[src/rtl/mycpu_mem_access_unit.sv]
// mycpu_mem_access_unit
//   MEM-stage load/store unit with one outstanding access and valid/ready
//   handshakes on both the request and the response side. Drives a data SRAM
//   with a fixed one-cycle read latency. Stores get byte enables and
//   lane-shifted write data. Loads are aligned and then sign- or zero-extended.
//   Misaligned accesses and reserved ops are reported instead of issued.
//
//   Optional feature: define MEM_UNALIGNED_LR_EN to support LWL/LWR/SWL/SWR.
//   Without it, those four ops are reserved and the merge logic is not built.
module mycpu_mem_access_unit #(
  parameter int DATA_W = 32,
  parameter int ADDR_W = 32
) (
  input  logic                clk,
  input  logic                resetn,
  input  logic                req_valid,
  output logic                req_ready,
  input  logic [3:0]          req_op,
  input  logic [ADDR_W-1:0]   req_addr,
  input  logic [DATA_W-1:0]   req_rt,
  input  logic [4:0]          req_dest,
  output logic                data_sram_en,
  output logic [DATA_W/8-1:0] data_sram_wen,
  output logic [ADDR_W-1:0]   data_sram_addr,
  output logic [DATA_W-1:0]   data_sram_wdata,
  input  logic [DATA_W-1:0]   data_sram_rdata,
  output logic                rsp_valid,
  input  logic                rsp_ready,
  output logic [DATA_W-1:0]   rsp_data,
  output logic [4:0]          rsp_dest,
  output logic                rsp_wb,
  output logic                rsp_adel,
  output logic                rsp_ades,
  output logic                rsp_ri
);

  localparam int NB = DATA_W / 8;
  localparam int LB = $clog2(NB);

  typedef logic [DATA_W-1:0] data_t;
  typedef logic [NB-1:0]     mask_t;

  typedef enum logic [3:0] {
    OP_LB  = 4'd0,  OP_LBU = 4'd1,  OP_LH  = 4'd2,  OP_LHU = 4'd3,
    OP_LW  = 4'd4,  OP_LWL = 4'd5,  OP_LWR = 4'd6,  OP_LD  = 4'd7,
    OP_SB  = 4'd8,  OP_SH  = 4'd9,  OP_SW  = 4'd10, OP_SWL = 4'd11,
    OP_SWR = 4'd12, OP_SD  = 4'd13
  } op_e;

  typedef enum logic [1:0] {S_IDLE, S_RD, S_RSP} state_e;

  // State
  state_e        r_state;
  op_e           r_op;
  logic [LB-1:0] r_k;
  logic          r_rsp_valid;
  data_t         r_rsp_data;
  logic [4:0]    r_rsp_dest;
  logic          r_rsp_wb;
  logic          r_rsp_adel;
  logic          r_rsp_ades;
  logic          r_rsp_ri;
`ifdef MEM_UNALIGNED_LR_EN
  logic [31:0]   r_rt;
`endif

  // Request-side decode
  logic          w_accept;
  logic          w_go;
  logic          w_is_load;
  logic          w_ri;
  logic          w_mis;
  logic [LB-1:0] w_k;
  mask_t         w_mask;
  data_t         w_wdata;
`ifdef MEM_UNALIGNED_LR_EN
  logic [1:0]    w_o;
  logic          w_h;
  logic          w_lr_store;
  logic [3:0]    w_lr_mask4;
  logic [31:0]   w_lr_data32;
`endif

  // Load formatting
  data_t         w_rshift;
  data_t         w_load;
`ifdef MEM_UNALIGNED_LR_EN
  logic [1:0]    w_ro;
  logic          w_rh;
  data_t         w_rword_all;
  logic [31:0]   w_rword;
  logic [31:0]   w_lwl;
  logic [31:0]   w_lwr;
`endif

  assign w_k       = req_addr[LB-1:0];
  assign w_is_load = ~req_op[3];
  assign req_ready = (r_state == S_IDLE) | ((r_state == S_RSP) & rsp_ready);
  assign w_accept  = req_valid & req_ready;
  assign w_go      = w_accept & ~w_ri & ~w_mis;

`ifdef MEM_UNALIGNED_LR_EN
  assign w_o = req_addr[1:0];
  assign w_h = (NB == 8) ? req_addr[LB-1] : 1'b0;
`endif

  // Classify the request and build the store lane pattern.
  always_comb begin
    // NOTE: every output of a combinational block gets a default first, so no
    // path through the case leaves a signal unassigned and infers a latch.
    w_ri    = 1'b0;
    w_mis   = 1'b0;
    w_mask  = '0;
    w_wdata = '0;
`ifdef MEM_UNALIGNED_LR_EN
    w_lr_store  = 1'b0;
    w_lr_mask4  = 4'b0000;
    w_lr_data32 = 32'h0;
`endif
    case (req_op)
      OP_LB, OP_LBU: ;
      OP_LH, OP_LHU: w_mis = req_addr[0];
      OP_LW:         w_mis = |req_addr[1:0];
      OP_LD: begin
        if (DATA_W == 32) w_ri  = 1'b1;
        else              w_mis = |req_addr[2:0];
      end
      OP_SB: begin
        w_mask  = mask_t'(1) << w_k;
        w_wdata = req_rt << {w_k, 3'b000};
      end
      OP_SH: begin
        w_mis   = req_addr[0];
        w_mask  = mask_t'(2'b11) << w_k;
        w_wdata = req_rt << {w_k, 3'b000};
      end
      OP_SW: begin
        w_mis   = |req_addr[1:0];
        w_mask  = mask_t'(4'hF) << w_k;
        w_wdata = req_rt << {w_k, 3'b000};
      end
      OP_SD: begin
        if (DATA_W == 32) w_ri = 1'b1;
        else              w_mis = |req_addr[2:0];
        w_mask  = '1;
        w_wdata = req_rt;
      end
`ifdef MEM_UNALIGNED_LR_EN
      OP_LWL, OP_LWR: ;
      OP_SWL: begin
        // Low lanes receive the top (o+1) bytes of rt.
        w_lr_store  = 1'b1;
        w_lr_mask4  = 4'b1111 >> ~w_o;
        w_lr_data32 = req_rt[31:0] >> {~w_o, 3'b000};
      end
      OP_SWR: begin
        // Lanes o..3 receive the bottom (4-o) bytes of rt.
        w_lr_store  = 1'b1;
        w_lr_mask4  = 4'b1111 << w_o;
        w_lr_data32 = req_rt[31:0] << {w_o, 3'b000};
      end
`else
      OP_LWL, OP_LWR, OP_SWL, OP_SWR: w_ri = 1'b1;
`endif
      default: w_ri = 1'b1;
    endcase
`ifdef MEM_UNALIGNED_LR_EN
    // Place the 4-lane word pattern in the addressed half of a 64-bit line.
    if (w_lr_store) begin
      w_mask  = mask_t'(w_lr_mask4) << {w_h, 2'b00};
      w_wdata = data_t'(w_lr_data32) << {w_h, 5'b00000};
    end
`endif
  end

  // SRAM is driven only in the accept cycle of a legal access.
  assign data_sram_en    = w_go;
  assign data_sram_wen   = w_go ? w_mask : '0;
  assign data_sram_addr  = w_go ? {req_addr[ADDR_W-1:LB], {LB{1'b0}}} : '0;
  assign data_sram_wdata = w_go ? w_wdata : '0;

`ifdef MEM_UNALIGNED_LR_EN
  assign w_ro        = r_k[1:0];
  assign w_rh        = (NB == 8) ? r_k[LB-1] : 1'b0;
  assign w_rword_all = data_sram_rdata >> {w_rh, 5'b00000};
  assign w_rword     = w_rword_all[31:0];
  assign w_lwl = (w_rword << {~w_ro, 3'b000}) | (r_rt & (32'h00FF_FFFF >> {w_ro, 3'b000}));
  assign w_lwr = (w_rword >> {w_ro, 3'b000}) | (r_rt & ~(32'hFFFF_FFFF >> {w_ro, 3'b000}));
`endif

  // Align the returned SRAM word to lane 0 and extend it per the latched op.
  always_comb begin
    w_rshift = data_sram_rdata >> {r_k, 3'b000};
    w_load   = '0;
    case (r_op)
      OP_LB:  w_load = data_t'($signed(w_rshift[7:0]));
      OP_LBU: w_load = data_t'(w_rshift[7:0]);
      OP_LH:  w_load = data_t'($signed(w_rshift[15:0]));
      OP_LHU: w_load = data_t'(w_rshift[15:0]);
      OP_LW:  w_load = data_t'($signed(w_rshift[31:0]));
      OP_LD:  w_load = data_sram_rdata;
`ifdef MEM_UNALIGNED_LR_EN
      OP_LWL: w_load = data_t'($signed(w_lwl));
      OP_LWR: w_load = data_t'($signed(w_lwr));
`endif
      default: w_load = '0;
    endcase
  end

  // Access FSM: accept, wait out the SRAM read, hold the response until taken.
  always_ff @(posedge clk or negedge resetn) begin
    if (!resetn) begin
      // NOTE: only control and output registers exist here and all are reset,
      // so an access in flight is simply dropped and late rdata is ignored.
      r_state     <= S_IDLE;
      r_op        <= OP_LB;
      r_k         <= '0;
      r_rsp_valid <= 1'b0;
      r_rsp_data  <= '0;
      r_rsp_dest  <= '0;
      r_rsp_wb    <= 1'b0;
      r_rsp_adel  <= 1'b0;
      r_rsp_ades  <= 1'b0;
      r_rsp_ri    <= 1'b0;
`ifdef MEM_UNALIGNED_LR_EN
      r_rt        <= '0;
`endif
    end else begin
      // NOTE: state uses non-blocking assignments so every register samples
      // pre-edge values regardless of statement order.
      case (r_state)
        S_RD: begin
          r_state     <= S_RSP;
          r_rsp_valid <= 1'b1;
          r_rsp_data  <= w_load;
          r_rsp_wb    <= 1'b1;
        end
        default: begin
          // IDLE always, RSP only once the consumer takes the response.
          if (req_ready) begin
            if (req_valid) begin
              r_rsp_dest <= req_dest;
              r_rsp_data <= '0;
              r_rsp_wb   <= 1'b0;
              r_rsp_ri   <= w_ri;
              r_rsp_adel <= w_is_load & w_mis & ~w_ri;
              r_rsp_ades <= ~w_is_load & w_mis & ~w_ri;
              if (w_go && w_is_load) begin
                r_state     <= S_RD;
                r_rsp_valid <= 1'b0;
                r_op        <= op_e'(req_op);
                r_k         <= w_k;
`ifdef MEM_UNALIGNED_LR_EN
                r_rt        <= req_rt[31:0];
`endif
              end else begin
                r_state     <= S_RSP;
                r_rsp_valid <= 1'b1;
              end
            end else begin
              r_state     <= S_IDLE;
              r_rsp_valid <= 1'b0;
              r_rsp_data  <= '0;
              r_rsp_wb    <= 1'b0;
              r_rsp_adel  <= 1'b0;
              r_rsp_ades  <= 1'b0;
              r_rsp_ri    <= 1'b0;
            end
          end
        end
      endcase
    end
  end

  assign rsp_valid = r_rsp_valid;
  assign rsp_data  = r_rsp_data;
  assign rsp_dest  = r_rsp_dest;
  assign rsp_wb    = r_rsp_wb;
  assign rsp_adel  = r_rsp_adel;
  assign rsp_ades  = r_rsp_ades;
  assign rsp_ri    = r_rsp_ri;

endmodule
[config.mk]
export PLATFORM = sky130hd
export DESIGN_NAME = mycpu_mem_access_unit
export DESIGN_NICKNAME = d
export VERILOG_FILES = /design/src/rtl/mycpu_mem_access_unit.sv
export SDC_FILE = /design/constraint.sdc
export NUM_CORES = 1
export LEC_CHECK = 0
export ABC_AREA = 1
export CAP_MARGIN = 5
export CORE_ASPECT_RATIO = 0.7
export CORE_MARGIN = 4
export CORE_UTILIZATION = 44
export DETAILED_ROUTE_END_ITERATION = 10
export PLACE_DENSITY_LB_ADDON = 0.12
export REMOVE_ABC_BUFFERS = 1
export SYNTH_ARGS = -nofsm -noshare
export SYNTH_HDL_FRONTEND = slang
export SYNTH_SLANG_ARGS = --single-unit
[constraint.sdc]
create_clock -name clk -period 3.9 [get_ports clk]
set_clock_uncertainty 0.2 [all_clocks]
set_input_delay 0.78 -clock clk [delete_from_list [all_inputs] [get_ports clk]]
set_output_delay 0.78 -clock clk [all_outputs]
set_load 0.005 [all_outputs]
==> summary.txt <==
Worst Slack Setup Final - 89.3 ps
Worst hold slack - 281 ps
Row cnt - 29
Final Cell Area - 0.00673 mm2
DP Worst Slack - 25.0 ps
Gate Count Post-Synth - 746
Die ar. - 0.0112 mm2
Die span in x - 125 um
Max-Cap Viols - 0
Hold Crit Class - flip-flop to flip-flop
Final setup viols - 0
Largest net degree at the start of global routing - 50
Distinct cells, synth - 27
Commonest non-fill, non-tap cell in the layout - nand2_1
Area growth, synth to finish - 59.6%
Via Count - 5508
Root Driver - clkbuf_16
Yosys reg bits - 49
Worst Tran Pin Value - 1130 ps
Seq pwr share - 40.0%
Register area share after synthesis - 29.1%
CP required - 2920 ps
Nets - 1067
P_leak - 3.53 nW
Global Route Usage Sum - 27.1%
Vias in the first global route - 5191
Core ar. - 0.00922 mm2
Worst Path Class, Setup - input pin to output pin
Antenna viol nets, final - 0
CTS tree - built
Synth area leaders - dfrtp_1 29%, nand2_1 26%, nor2_1 11%
Max FO, Critical Path - 8
Pwr Density - 189 mW/mm2
Drt total wl - 15.8 mm
Arr. time, crit path - 2830 ps
Mapped Area - 0.00422 mm2
Status - finished, final reports clean
Startpoint types - input pin
Int Power - 0.950 mW
DR WL/cell - 14.6 um
Pre-Repair DR Iteration Count - 5
Initial antenna violation count - 0
Clock Latency Late Sink - 290 ps
Switching Share - 25.2%
Synth top area share - 29.1%
Number of I/O pins - 221
H-tree depth - 2
Critical Path Sink Type - output pin
Synth Warn # - 0
Most frequent cells in the layout - 286 x nand2_1, 214 x clkdlybuf4s50_1, 123 x nor2_1, 98 x inv_1, 63 x nand3_1
CTS Sinks - 49
Num CTS Buffers - 5
Post-CTS Hold Buffers - 0
Post-DR vias/cell - 5.09
Initial DRC Count - 393
Port bufs - 218
Grt ovf - 0
NetSw - 0.319 mW
FMAX - 262 MHz
GPL Wtd Cong - 0.903
Placement Cell Area - 0.00653 mm2
Final Hold Violating Endpoints - 0
Die Y - 89.9 um
Initial core utilization - 45.8%
CTS Buffer Depth - 2
Layout cell share with drive strength beyond 1 - 5.32%
Global-route wire length before repair - 25.6 mm
Clock transition at the registers of the reported paths - 70 ps
DRC Markers - 0
Yosys top cell by area - dfrtp_1
Clock share of power - 40.3%
Post-CTS Setup Repair Bufs - 0
Post-DP HPWL - 12.2 mm
Average size of a mapped cell - 5.65 um2
Final min period - 3810 ps
Max-slew violation count - 0
Fin crit share - 97.7%
# diodes - 0
Logic pwr share - 19.7%
Max-slew headroom - 24.5%
Peak supply drop - 209 uV
layer usage:
layer / global-route usage [%] / vias to the layer above / share of wire [%]
met3: 4.86 / 29 / 8.3
met2: 46.7 / 287 / 48
met4: 6.14 / 0 / 1.9
met1: 35.7 / 2488 / 42
li1: - / 2704 / -
met5: 0 / - / 0
repair_timing:
action	in CTS	in global routing
hold endpoints to repair	0	0
endpoints found under the setup margin	0	62
resized for setup	0	11
final timing paths:
| kind | depth (start not counted) | slack [ps] | from | endpoint |
|---|---|---|---|---|
| min in group asynchronous | 1 | 500 | resetn | rsp_data[21]$_DFFE_PN0P_ |
| worst min register to register | 2 | 280 | rsp_data[1]$_DFFE_PN0P_ | rsp_data[1]$_DFFE_PN0P_ |
| worst max register to register | 8 | 1260 | r_k[0]$_DFFE_PN0P_ | rsp_data[21]$_DFFE_PN0P_ |
| worst min-delay path | 2 | 280 | rsp_data[1]$_DFFE_PN0P_ | rsp_data[1]$_DFFE_PN0P_ |
| max in group asynchronous | 1 | 2290 | resetn | rsp_dest[1]$_DFFE_PN0P_ |
| worst max-delay path | 10 | 90 | req_addr[0] | data_sram_wdata[18] |
cell type report:
class	instances	area, um2
Clock buffer	5	125
Clock inverter	3	48.8
Fill cell	739	2490
Inverter	103	393
Multi-Input combinational cell	560	2400
Sequential cell	49	1230
Tap cell	124	155
Timing Repair Buffer	239	2380
Yosys cell counts:
cell type  count
nand2_1      288
nor2_1       125
inv_1        100
nand3_1       65
dfrtp_1       49
o21ai_0       24
a21oi_1       16
buf_4         10
buf_2          9
o22ai_1        9
a22oi_1        8
clkbuf_1       8
o211ai_1       7
buf_6          6
o21ai_1        3
buf_1          2
clkinv_1       2
nand2_2        2
nand3_2        2
nor2_2         2
nor2_4         2
o21ai_2        2
a21boi_0       1
conb_1         1
inv_4          1
nand3b_1       1
nand4_2        1
worst max-delay path, cell delays in order:
cell and delay, ps:
clkdlybuf4s50_1 570, buf_4 180, nand2_1 80, buf_4 180
o22ai_1 200, nand2_1 90, nand2_1 70, inv_1 40
nor2_1 120, clkdlybuf4s50_1 520
metrics by stage:
stage                     setup TNS, ps  power [mW]  instances  utilization, %
final                                 0        1.27       1083            73.0
after global routing              -2.89        1.33       1083            73.0
after CTS                             0        1.28       1083            72.7
after detailed placement              0       0.762       1075            70.8
after global placement                0       0.758       1075            70.8
after floorplan                       0       0.599        712               -
registers in the layout, summed over array words and instances, names as in the netlist:
name and count:
rsp_data 32, rsp_dest 5, r_op 4, r_k 2
r_state 2, rsp_adel 1, rsp_ades 1, rsp_ri 1
rsp_wb 1
power groups by stage:
stage	clock network, mW	registers [mW]	logic (mW)
6_report	0.512	0.508	0.250
4_1_cts	0.522	0.508	0.246
3_3_place_gp	0	0.518	0.240
2_1_floorplan	0	0.518	0.0810
5_1_grt	0.551	0.508	0.274
3_5_place_dp	0	0.518	0.244
cell families after synthesis:
family	synth area share, %
simple gates	46.6
buf+inv	14.6
compound gates	9.70
flops	29.1
other cells	0.0889
No activity file was read; power rests on OpenSTA's default activity.
